**src/rtl/sdram_host_arbiter.sv**
```systemverilog
// Shares one SDRAM controller host port between instruction fetch (port 0) and data (port 1).
// Level-held requests become the controller's RD/WR command; grants alternate on ties.
module sdram_host_arbiter #(
    parameter int ASIZE   = 23,
    parameter int DSIZE   = 16,
    parameter int GAP     = 2,
    parameter int TIMEOUT = 1023
) (
    input  logic               REF_CLK,
    input  logic               RESET_N,
    input  logic               P0_REQ,
    input  logic               P0_WR,
    input  logic [ASIZE-1:0]   P0_ADDR,
    input  logic [7:0]         P0_LEN,
    input  logic [DSIZE-1:0]   P0_WDATA,
    input  logic [DSIZE/8-1:0] P0_DM,
    output logic               P0_IN_REQ,
    output logic               P0_OUT_VALID,
    output logic [DSIZE-1:0]   P0_RDATA,
    output logic               P0_DONE,
    output logic               P0_ERR,
    input  logic               P1_REQ,
    input  logic               P1_WR,
    input  logic [ASIZE-1:0]   P1_ADDR,
    input  logic [7:0]         P1_LEN,
    input  logic [DSIZE-1:0]   P1_WDATA,
    input  logic [DSIZE/8-1:0] P1_DM,
    output logic               P1_IN_REQ,
    output logic               P1_OUT_VALID,
    output logic [DSIZE-1:0]   P1_RDATA,
    output logic               P1_DONE,
    output logic               P1_ERR,
    output logic [ASIZE-1:0]   C_ADDR,
    output logic [7:0]         C_LENGTH,
    output logic               C_RD,
    output logic               C_WR,
    output logic [DSIZE-1:0]   C_DATAIN,
    output logic [DSIZE/8-1:0] C_DM,
    input  logic               C_DONE,
    input  logic               C_IN_REQ,
    input  logic               C_OUT_VALID,
    input  logic [DSIZE-1:0]   C_DATAOUT
);

    typedef enum logic [1:0] {S_IDLE, S_BUSY, S_GAP} state_t;

    state_t             state_reg, state_next;
    logic               owner_reg;
    logic               last_reg;
    logic [ASIZE-1:0]   addr_reg;
    logic [7:0]         len_reg;
    logic               wr_reg;
    logic [3:0]         gap_cnt_reg;
    logic [11:0]        tmo_cnt_reg;
    logic [1:0]         done_reg, done_next;
    logic [1:0]         err_reg, err_next;

    logic [1:0]         req;
    logic [1:0]         wr_in;
    logic [ASIZE-1:0]   addr_in  [2];
    logic [7:0]         len_in   [2];
    logic [DSIZE-1:0]   wdata_in [2];
    logic [DSIZE/8-1:0] dm_in    [2];
    logic [1:0]         in_req_out;
    logic [1:0]         out_valid_out;

    logic grant_valid;
    logic grant_port;
    logic tmo_hit;
    logic busy;

    assign req         = {P1_REQ, P0_REQ};
    assign wr_in       = {P1_WR, P0_WR};
    assign addr_in[0]  = P0_ADDR;
    assign addr_in[1]  = P1_ADDR;
    assign len_in[0]   = P0_LEN;
    assign len_in[1]   = P1_LEN;
    assign wdata_in[0] = P0_WDATA;
    assign wdata_in[1] = P1_WDATA;
    assign dm_in[0]    = P0_DM;
    assign dm_in[1]    = P1_DM;

    // On a tie the port that did not win last time is granted.
    assign grant_valid = (state_reg == S_IDLE) && (req != 2'b00);
    assign grant_port  = (req == 2'b11) ? ~last_reg : req[1];
    assign tmo_hit     = (tmo_cnt_reg == 12'(TIMEOUT - 1));
    assign busy        = (state_reg == S_BUSY);

    always_ff @(posedge REF_CLK or negedge RESET_N) begin
        if (!RESET_N) begin
            state_reg <= S_IDLE;
        end else begin
            state_reg <= state_next;
        end
    end

    always_comb begin
        state_next = state_reg;
        done_next  = 2'b00;
        err_next   = 2'b00;
        unique case (state_reg)
            S_IDLE: begin
                if (grant_valid) begin
                    if (len_in[grant_port] == 8'd0) begin
                        state_next            = S_GAP;
                        done_next[grant_port] = 1'b1;
                        err_next[grant_port]  = 1'b1;
                    end else begin
                        state_next = S_BUSY;
                    end
                end
            end
            S_BUSY: begin
                // A completion arriving on the timeout cycle still counts as success.
                if (C_DONE) begin
                    state_next           = S_GAP;
                    done_next[owner_reg] = 1'b1;
                end else if (tmo_hit) begin
                    state_next           = S_GAP;
                    done_next[owner_reg] = 1'b1;
                    err_next[owner_reg]  = 1'b1;
                end
            end
            S_GAP: begin
                if (gap_cnt_reg == 4'(GAP - 1)) begin
                    state_next = S_IDLE;
                end
            end
            default: state_next = S_IDLE;
        endcase
    end

    always_comb begin
        C_RD     = busy & ~wr_reg;
        C_WR     = busy & wr_reg;
        C_ADDR   = addr_reg;
        C_LENGTH = len_reg;
        C_DATAIN = '0;
        C_DM     = '0;
        // Data stays routed through GAP so a trailing write word is still delivered.
        if (state_reg != S_IDLE) begin
            C_DATAIN = wdata_in[owner_reg];
            C_DM     = dm_in[owner_reg];
        end
    end

    always_ff @(posedge REF_CLK or negedge RESET_N) begin
        if (!RESET_N) begin
            owner_reg   <= 1'b0;
            last_reg    <= 1'b1;
            addr_reg    <= '0;
            len_reg     <= '0;
            wr_reg      <= 1'b0;
            gap_cnt_reg <= '0;
            tmo_cnt_reg <= '0;
            done_reg    <= 2'b00;
            err_reg     <= 2'b00;
        end else begin
            if (grant_valid) begin
                owner_reg <= grant_port;
                last_reg  <= grant_port;
                addr_reg  <= addr_in[grant_port];
                len_reg   <= len_in[grant_port];
                wr_reg    <= wr_in[grant_port];
            end
            gap_cnt_reg <= (state_reg == S_GAP) ? gap_cnt_reg + 4'd1 : 4'd0;
            tmo_cnt_reg <= busy ? tmo_cnt_reg + 12'd1 : 12'd0;
            done_reg    <= done_next;
            err_reg     <= err_next;
        end
    end

    generate
        for (genvar gi = 0; gi < 2; gi++) begin : g_port
            assign in_req_out[gi]    = C_IN_REQ & busy & (owner_reg == 1'(gi));
            assign out_valid_out[gi] = C_OUT_VALID & busy & (owner_reg == 1'(gi));
        end
    endgenerate

    assign P0_IN_REQ    = in_req_out[0];
    assign P1_IN_REQ    = in_req_out[1];
    assign P0_OUT_VALID = out_valid_out[0];
    assign P1_OUT_VALID = out_valid_out[1];
    assign P0_RDATA     = C_DATAOUT;
    assign P1_RDATA     = C_DATAOUT;
    assign P0_DONE      = done_reg[0];
    assign P1_DONE      = done_reg[1];
    assign P0_ERR       = err_reg[0];
    assign P1_ERR       = err_reg[1];

endmodule

```
**config.mk**
```make
export PLATFORM = sky130hd
export DESIGN_NAME = sdram_host_arbiter
export DESIGN_NICKNAME = d
export VERILOG_FILES = /design/src/rtl/sdram_host_arbiter.sv
export SDC_FILE = /design/constraint.sdc
export NUM_CORES = 1
export LEC_CHECK = 0
export ABC_AREA = 1
export CORE_MARGIN = 2
export CORE_UTILIZATION = 37
export CTS_CLUSTER_SIZE = 20
export DETAILED_ROUTE_END_ITERATION = 8
export PLACE_DENSITY_LB_ADDON = 0.12
export SETUP_SLACK_MARGIN = 0.4
export SLEW_MARGIN = 20
export SYNTH_ARGS = -nofsm -noshare
export SYNTH_HDL_FRONTEND = slang
export SYNTH_SLANG_ARGS = --single-unit
export TNS_END_PERCENT = 5
```
**constraint.sdc**
```tcl
create_clock -name REF_CLK -period 1.8 [get_ports REF_CLK]
set_input_delay 0.27 -clock REF_CLK [delete_from_list [all_inputs] [get_ports REF_CLK]]
set_output_delay 0.27 -clock REF_CLK [all_outputs]
set_load 0.03 [all_outputs]
```
======== Yosys cells after proc, flatten, opt, wreduce, memory -nomap -nowiden ========
Cells that the tools add are included.
storage, ports and cells
  register bits ........................... 56
  input bits .............................. 123
  output and inout bits ................... 91
  logic and storage cells ................. 83
cells by class
  add/subtract/negate cells ............... 2
  order comparisons ....................... 6
  equality and inequality tests ........... 8
  multiplexer cells ....................... 36
  bitwise logic cells ..................... 13
  reduce and logical (&&, ||, !) cells .... 8
operators with widths
  operator                 number
  $mux W23                 3
  $mux W16                 4
  $mux W2                  14
  $mux W8                  3
  $add A12 B1 Y12 const B  1
  $eq A12 B10 Y1 const B   1
  $mux W12                 1
  $and A1 B1 Y1            8
  $logic_not A8 Y1         1
  $pmux W2 S2              2
  $pmux W2 S3              1
  $mux W1                  5
  $add A4 B1 Y4 const B    1
  $eq A2 B2 Y1 const B     2
  $eq A4 B1 Y1 const B     1
  $ge A2 B2 Y1 const B     2
  $lt A1 B2 Y1 const B     2
  $mux W4                  1
  $ne A2 B2 Y1 const B     2
  $not A1 Y2               2
  $reduce_bool A2 Y1       2
  $logic_and A1 B1 Y1      3
  $ne A3 B3 Y1 const B     1
  $not A1 Y1               3
  other kinds (5)          7

======== Depth between registers and ports, before layout ========
Gate-level depths: netlist (run 1).
  word-level depth ........................ 10
  depth in mapped cells ................... 11
  gate-level depth less buffers ........... 10

======== Least setup slack after synthesis (run 1) ========
OpenSTA, ideal clock, no wires.
  kind .................................... register -> output
  from .................................... register state_reg[1]
  to ...................................... output P1_IN_REQ
  arrival ................................. 1354 ps
  required time ........................... 1530 ps
  path slack .............................. 176 ps
  stages on the path, launching flop included .. 6
  buffers on the path ..................... 0
  path through ............................ dfrtp_1 nor2_2 inv_2 nor2_1 inv_1 nor2_1
on the way
  cells in the longest elaborated chain, start to end .. 3
ends and longest elaborated chain
  what                         line  RTL
  start: declaration           47    state_t state_reg, state_next;
  start signal: assignment     93    state_reg <= state_next;
  $eq A2 B1 Y1                 87    assign busy = (state_reg == S_BUSY);
  $and A1 B1 Y1 (2 in series)  175   assign in_req_out[gi] = C_IN_REQ & busy & (owner_reg == 1'(gi));
  end: declaration             28    output logic P1_IN_REQ,
No other way between the ends.

======== Final worst setup path (run 1) ========
  from .................................... register state_reg[1]
  to ...................................... output C_DATAIN[3]
on the way
  cells in the longest elaborated chain, start to end .. 2
ends and longest elaborated chain
  what                line  RTL
  $reduce_bool A2 Y1  141   if (state_reg != S_IDLE) begin
  $mux W16            141
  end: declaration    37    output logic [DSIZE-1:0] C_DATAIN,
No other way between the ends.

==> impl_results.md, run 1 <==
* Fin crit period at 1710 ps
* Synth top area share at 40.9%
* Final Cell Area at 5340 um2
* Core ar. at 8760 um2
* DRT Pass-1 Iters at 4
* Initial antenna violation count at 0
* Hold crit path type: in2async
* Reg-to-Reg Start: state_reg[1]
* Top_reg_cell synth: dfrtp_1
* CTS tree: yes
* Worst-Margin Slew at 674 ps
* Maximum clock rate at 0.586 GHz
* Worst reg2reg path depth at 12
* DP Worst Slack at -14.4 ps
* Seq/Total Area, Yosys at 41.7%
* Fin worst setup slack at 94.6 ps
* CP startpoint: state_reg[1]
* Most frequent cell after synthesis: nand2_1
* Number of distinct library cells after synthesis at 30
* Delay-heaviest family, CP: flip-flops
* Remaining global-route overflow at 0
* GPL Wtd Cong at 0.815
* Final ANT Viol Nets at 0
* Clock network latency to the later pin of the worst-skew pair at 320 ps
* DIE HEIGHT at 99.4 um
* Final nets at 714
* Crit-path cells: inv_2, nand2_4, inv_6, buf_12, a21oi_2, buf_6
* Synthesis Warnings at 0
* Placed cell count at 674
* Hold Vio Cnt, Final at 0
* Max FFs per register at 23
* CP max FO at 11
* P_leak at 0.00238 uW
* Routed length per instance at 15.5 um
* RSZ-0062 raised after global routing: yes
* Diode count at 0
* Proportion of layout cells with a drive suffix above 1 at 19.0%
* CTS clk-pin slew, worst paths at 100 ps
* Die area at 9880 um2
* Core Util, Final at 60.9%
* Root buf cell: clkbuf_8
* Clock sink count at 56
* CTS buffer count at 5
* Port Buffer Count at 165
* Final Max Tran Viols at 0
* Synth Register Bits at 56
* Critical Path Sink: C_DATAIN[3]
* CP Capture Type: primary output
* Non-filler instance count after layout at 696
* Logic depth of the worst setup path including buffers at 6
* Crit-path slowest cell: dfrtp_1
* Placement Rows at 34
* Initial Utilization at 38.4%
* Clk buf depth at 2
* Status: completed
* R2R setup slack at 190 ps
* Setup TNS at 0 ps
* Iteration-0 DRC Markers at 136
* Vias in the first global route at 3559
* Post-Syn Area per Cell at 7.58 um2
* Pwr Density at 1570 nW/um2
* Synth top area cells: dfrtp_1 (41%), nand2_1 (12%), nand3_1 (8.3%), buf_4 (7.4%), nand4_1 (4.8%)
* Post-Syn Instances at 444
* Max incr delay on CP at 440 ps
* Syn Nets at 571
* Post-synth ARST share at 100%
* H-tree level count at 2
* Die Span X at 99.4 um
* Area growth from synthesis to layout at 58.5%
* VDD IR max at 1.02 mV
* Worst EP arrival at 1440 ps
* Skew final at 7.99 ps
* Routed WL at 10.8 mm
* Cell Area, Placed at 4890 um2
* EDFF count, synth at 0
* Final setup fails at 0
* Worst r2r dst: state_reg[0]
* Commonest cells post-synth: nand2_1 (112), nand3_1 (56), dfrtp_1 (55)
* # IOs at 214
* Leading area contributor after synthesis: dfrtp_1
* First-pass GRT wire length at 17.2 mm
* GR Util All Layers at 21.6%
* Crit Path Class: reg2out
* Required time of the critical path at 1530 ps
* # Max-Cap Violations at 0
* Detailed-route DRC error count at 0
* Largest net degree at the start of global routing at 41
* Relative slew slack at 55.0%
* CP startpoint kind: register
* Vias at 3525
* Dpl hpwl at 7.79 mm
* Vias per cell at 5.06
* Crit path buf inv count at 4
* Final period utilization at 94.7%
* Mapped Area at 3370 um2
-- layout by cell type (no fill, tap or decap), types with 2 or more instances in the layout --
cell,count
inv_2,6
xnor2_1,2
clkdlybuf4s50_1,140
o21ai_0,4
a21oi_2,10
buf_6,19
nand3_1,56
nand3b_1,8
a21oi_4,9
nor2_1,26
o21ai_1,8
ha_1,4
dfrtp_1,54
clkbuf_8,6
buf_4,27
inv_1,24
a21oi_1,6
nand2_1,110
nand4_1,26
nor3_1,2
nand2_2,11
nor2_2,5
nand2_4,2
buf_12,2
nor2_4,5
-- kinds of logic (layout without fill, tap and decap cells) --
logic type | Yosys count | in the layout | synth area share (%)
and+or+nand+nor | 253 | 253 | 35.0
buffers and inverters | 89 | 233 | 14.8
DFF | 56 | 56 | 41.7
AOI/OAI and AO/OA | 39 | 39 | 6.32
adders and majority gates | 4 | 4 | 1.49
xor gates and xnor gates | 3 | 3 | 0.781
-- area by class of cell --
class	count	area, um2
clock inverters	1	7.51
multi-input cells	299	1640
repair buffers	192	1930
flip-flops and latches	56	1400
fillers	788	3430
inverters	33	136
well taps	108	135
clock buffers	7	86.3
-- where the power goes --
part / switching, uW / internal (uW)
Clock: 418 / 314
Sequential: 283 / 1720
Combinational: 3280 / 2340
Total: 3990 / 4370
-- layer usage --
| layer | part of all wire, % | up-vias | GRT usage (%) | routed length, um |
|---|---|---|---|---|
| li1 | - | 1702 | - | - |
| met1 | 40 | 1673 | 26.1 | 4280 |
| met2 | 50 | 132 | 37.6 | 5450 |
| met3 | 8.3 | 18 | 6.39 | 894 |
| met4 | 1.6 | 0 | 6.11 | 177 |
| met5 | 0 | - | 0 | 0 |
-- stage by stage --
step / hold slack [ps] / power (uW)
6_report: 372 / 8360
2_1_floorplan: -25.6 / 4990
4_1_cts: 382 / 8180
5_1_grt: 395 / 8870
3_5_place_dp: 188 / 6790
3_3_place_gp: 187 / 6730
-- worst min-delay path by stage --
stage	endpoint	slack, ps
after floorplan	C_ADDR[0]	-30
after global placement	C_LENGTH[2]	190
after detailed placement	C_LENGTH[2]	190
after CTS	C_ADDR[18]	380
after global routing	C_ADDR[18]	400
final	C_ADDR[12]	370
-- timing repair --
item / in CTS / in global routing
endpoints found under the hold margin: 11 / 0
buffers inserted: 8 / 3
hold buffers: 1 / 0
pin swaps: 2 / 0
cloned: 2 / 0
setup endpoints to repair: 98 / 102
resized for setup: 38 / 16
Power figures use the tool's default switching activity.
==> run 2, diff against run 1 <==
--- a/config.mk
+++ b/config.mk
@@ -8,6 +8,7 @@
 export ABC_AREA = 1
 export CORE_MARGIN = 2
 export CORE_UTILIZATION = 37
+export CTS_BUF_LIST = sky130_fd_sc_hd__clkbuf_16
 export CTS_CLUSTER_SIZE = 20
 export DETAILED_ROUTE_END_ITERATION = 8
 export PLACE_DENSITY_LB_ADDON = 0.12
==> run 2 against run 1 <==
Against the previous run: clock power grew 30%; worst setup slack gained 64 ps; register-to-register slack gained 30 ps; sequential power is essentially flat; via count grew 0.51%; fmax grew 3.9%; hold slack gained 32 ps; routed wire length is essentially flat; clock skew shrank 3.3 ps; global-route usage shrank 0.22 points; largest cell class unchanged; highest routed layer unchanged; critical path type unchanged.
==> impl_results.md, run 2 (synthesis gave the netlist of run 1 again) <==
* Top Metal Used: met4
* Largest net degree at the start of global routing at 41 (unchanged)
* Initial antenna violation count at 0 (unchanged)
* Core Util, Final at 61.8% (+0.90 points)
* Flop pwr share at 23.2% (-0.8 points)
* Reg-to-Reg Start: state_reg[1]
* Final ANT Viol Nets at 0 (unchanged)
* VDD IR max at 0.968 mV (-4.9%)
* # Max-Cap Violations at 0 (unchanged)
* Commonest non-fill, non-tap cell in the layout: clkdlybuf4s50_1
* Vias in the first global route at 3570 (+0.31%)
* Worst-Margin Slew at 673 ps (-0.471 ps)
* Die Span X at 99.4 um (unchanged)
* Hold crit path type: in2async
* Logic depth of the worst setup path including buffers at 1 (-5)
* Final setup fails at 0 (unchanged)
* Max FFs per register at 23 (unchanged)
* First-pass GRT wire length at 17.0 mm (-1.1%)
* Met3 Routed Length at 879 um (-1.7%)
* Setup TNS at 0 ps (unchanged)
* Die area at 9880 um2 (unchanged)
* Switch share at 46.4% (-1.3 points)
* Final period utilization at 91.2% (-3.5 points)
* Final Max Tran Viols at 0 (unchanged)
* Root buf cell: clkbuf_16
* Routed length per instance at 15.5 um (-0.44%)
* Clock Power Share at 11.0% (+2.2 points)
* Routed WL at 10.8 mm (about the same)
* Routed length on met2 at 5.37 mm (-1.5%)
* GR Util All Layers at 21.4% (-0.22 points)
* Pint at 4650 uW (+6.4%)
* Core ar. at 8760 um2 (unchanged)
* Critical Path Sink: C_ADDR[12]
* Layout fillers at 773 (-1.9%)
* CP startpoint: C_ADDR[12]
* Crit-path cells: clkdlybuf4s50_1
* Iteration-0 DRC Markers at 166 (+22%)
* RSZ-0062 raised after global routing: yes
* CTS tree: yes
* Proportion of layout cells with a drive suffix above 1 at 19.3% (+0.24 points)
* DRT Pass-1 Iters at 4 (unchanged)
* Met1 Wirelength at 4.34 mm (+1.4%)
* Worst reg2reg path depth at 12 (unchanged)
* Commonest non-fill, non-tap cells in the layout: clkdlybuf4s50_1 (140), nand2_1 (110), nand3_1 (56)
* CTS clk-pin slew, worst paths at 70 ps (-30 ps)
* Clk buf depth at 2 (unchanged)
* Skew final at 4.71 ps (-3.28 ps)
* Relative slew slack at 55.1% (about the same)
* Clock sink count at 56 (unchanged)
* CTS buffer count at 5 (unchanged)
* Crit Path Class: reg2out
* Fin crit period at 1640 ps (-63.6 ps)
* DIE HEIGHT at 99.4 um (unchanged)
* Delay-heaviest family, CP: buffers and inverters
* CP startpoint kind: register
* Hold Vio Cnt, Final at 0 (unchanged)
* CP max FO at 2 (-9)
* Total power at 8680 uW (+3.8%)
* Comb pwr share at 65.8% (-1.5 points)
* Pwr Density at 1600 nW/um2 (+2.3%)
* Maximum clock rate at 0.609 GHz (+3.9%)
* Cell Area, Placed at 4890 um2 (unchanged)
* Crit path buf inv count at 1 (-3)
* Detailed-route DRC error count at 0 (unchanged)
* Remaining global-route overflow at 0 (unchanged)
* CP Capture Type: primary output
* Port Buffer Count at 165 (unchanged)
* Crit-path slowest cell: clkdlybuf4s50_1
* P_leak at 0.00242 uW (+2.0%)
* Vias at 3543 (+0.51%)
* Final Cell Area at 5420 um2 (+1.5%)
* Diode count at 0 (unchanged)
* H-tree level count at 2 (unchanged)
* Initial Utilization at 38.4% (unchanged)
* Worst r2r dst: state_reg[0]
* R2R setup slack at 220 ps (+30 ps)
* Required time of the critical path at 1530 ps (about the same)
* Max incr delay on CP at 690 ps (+250 ps)
* Final nets at 717 (+0.42%)
* Status: completed
* Net Switching at 4030 uW (+1.0%)
* Non-filler instance count after layout at 699 (+0.43%)
* Worst EP arrival at 1370 ps (-70 ps)
* GPL Wtd Cong at 0.815 (unchanged)
* # IOs at 214 (unchanged)
* Placed cell count at 674 (unchanged)
* Area growth from synthesis to layout at 60.9%
* Vias per cell at 5.07 (about the same)
* Clock network latency to the later pin of the worst-skew pair at 300 ps (-20 ps)
* Placement Rows at 34 (unchanged)
* Dpl hpwl at 7.79 mm (unchanged)
run 2: worst min-delay path by stage:
stage,endpoint,slack [ps],depth (start not counted)
after global placement,C_LENGTH[2],190,1
after CTS,C_ADDR[15],410,2
after global routing,C_LENGTH[2],430,2
after floorplan,C_ADDR[0],-30,0
final,C_LENGTH[2],400,2
after detailed placement,C_LENGTH[2],190,1
run 2: cell type report:
cell class | instances | area [um2] | area share, %
inverters | 33 | 139 | 2.56
flip-flops and latches | 56 | 1400 | 25.9
clock buffers | 5 | 125 | 2.31
multi-input cells | 299 | 1630 | 30.1
well taps | 108 | 135 | 2.49
clock inverters | 3 | 15.0 | 0.277
repair buffers | 195 | 1970 | 36.4
run 2: through the flow:
stage	worst slack [ps]	hold WS [ps]
after floorplan	229	-25.6
after global placement	-10.4	187
after detailed placement	-14.4	188
after CTS	149	409
after global routing	53.9	433
final	158	404
run 2: power by group through the flow:
stage | registers [uW] | logic [uW] | clock network [uW]
final | 2010 | 5710 | 954
after global placement | 2000 | 4730 | 0
after global routing | 2070 | 6110 | 1010
after detailed placement | 2000 | 4790 | 0
after floorplan | 2680 | 2310 | 0
after CTS | 2010 | 5430 | 973
run 2: metal layers:
metal  track usage, %  vias up
li1                 -     1708
met1             26.3     1679
met2             35.8      133
met3             6.25       23
met4             7.80        0
met5                0        -
run 2: timing repair:
item / 4_1_cts / 5_1_grt
gates resized for setup: 38 / 15
pin swaps: 2 / 2
endpoints found under the setup margin: 98 / 102
hold buffers: 1 / 0
gates cloned: 2 / 1
buffers inserted: 8 / 5
endpoints found under the hold margin: 11 / 0
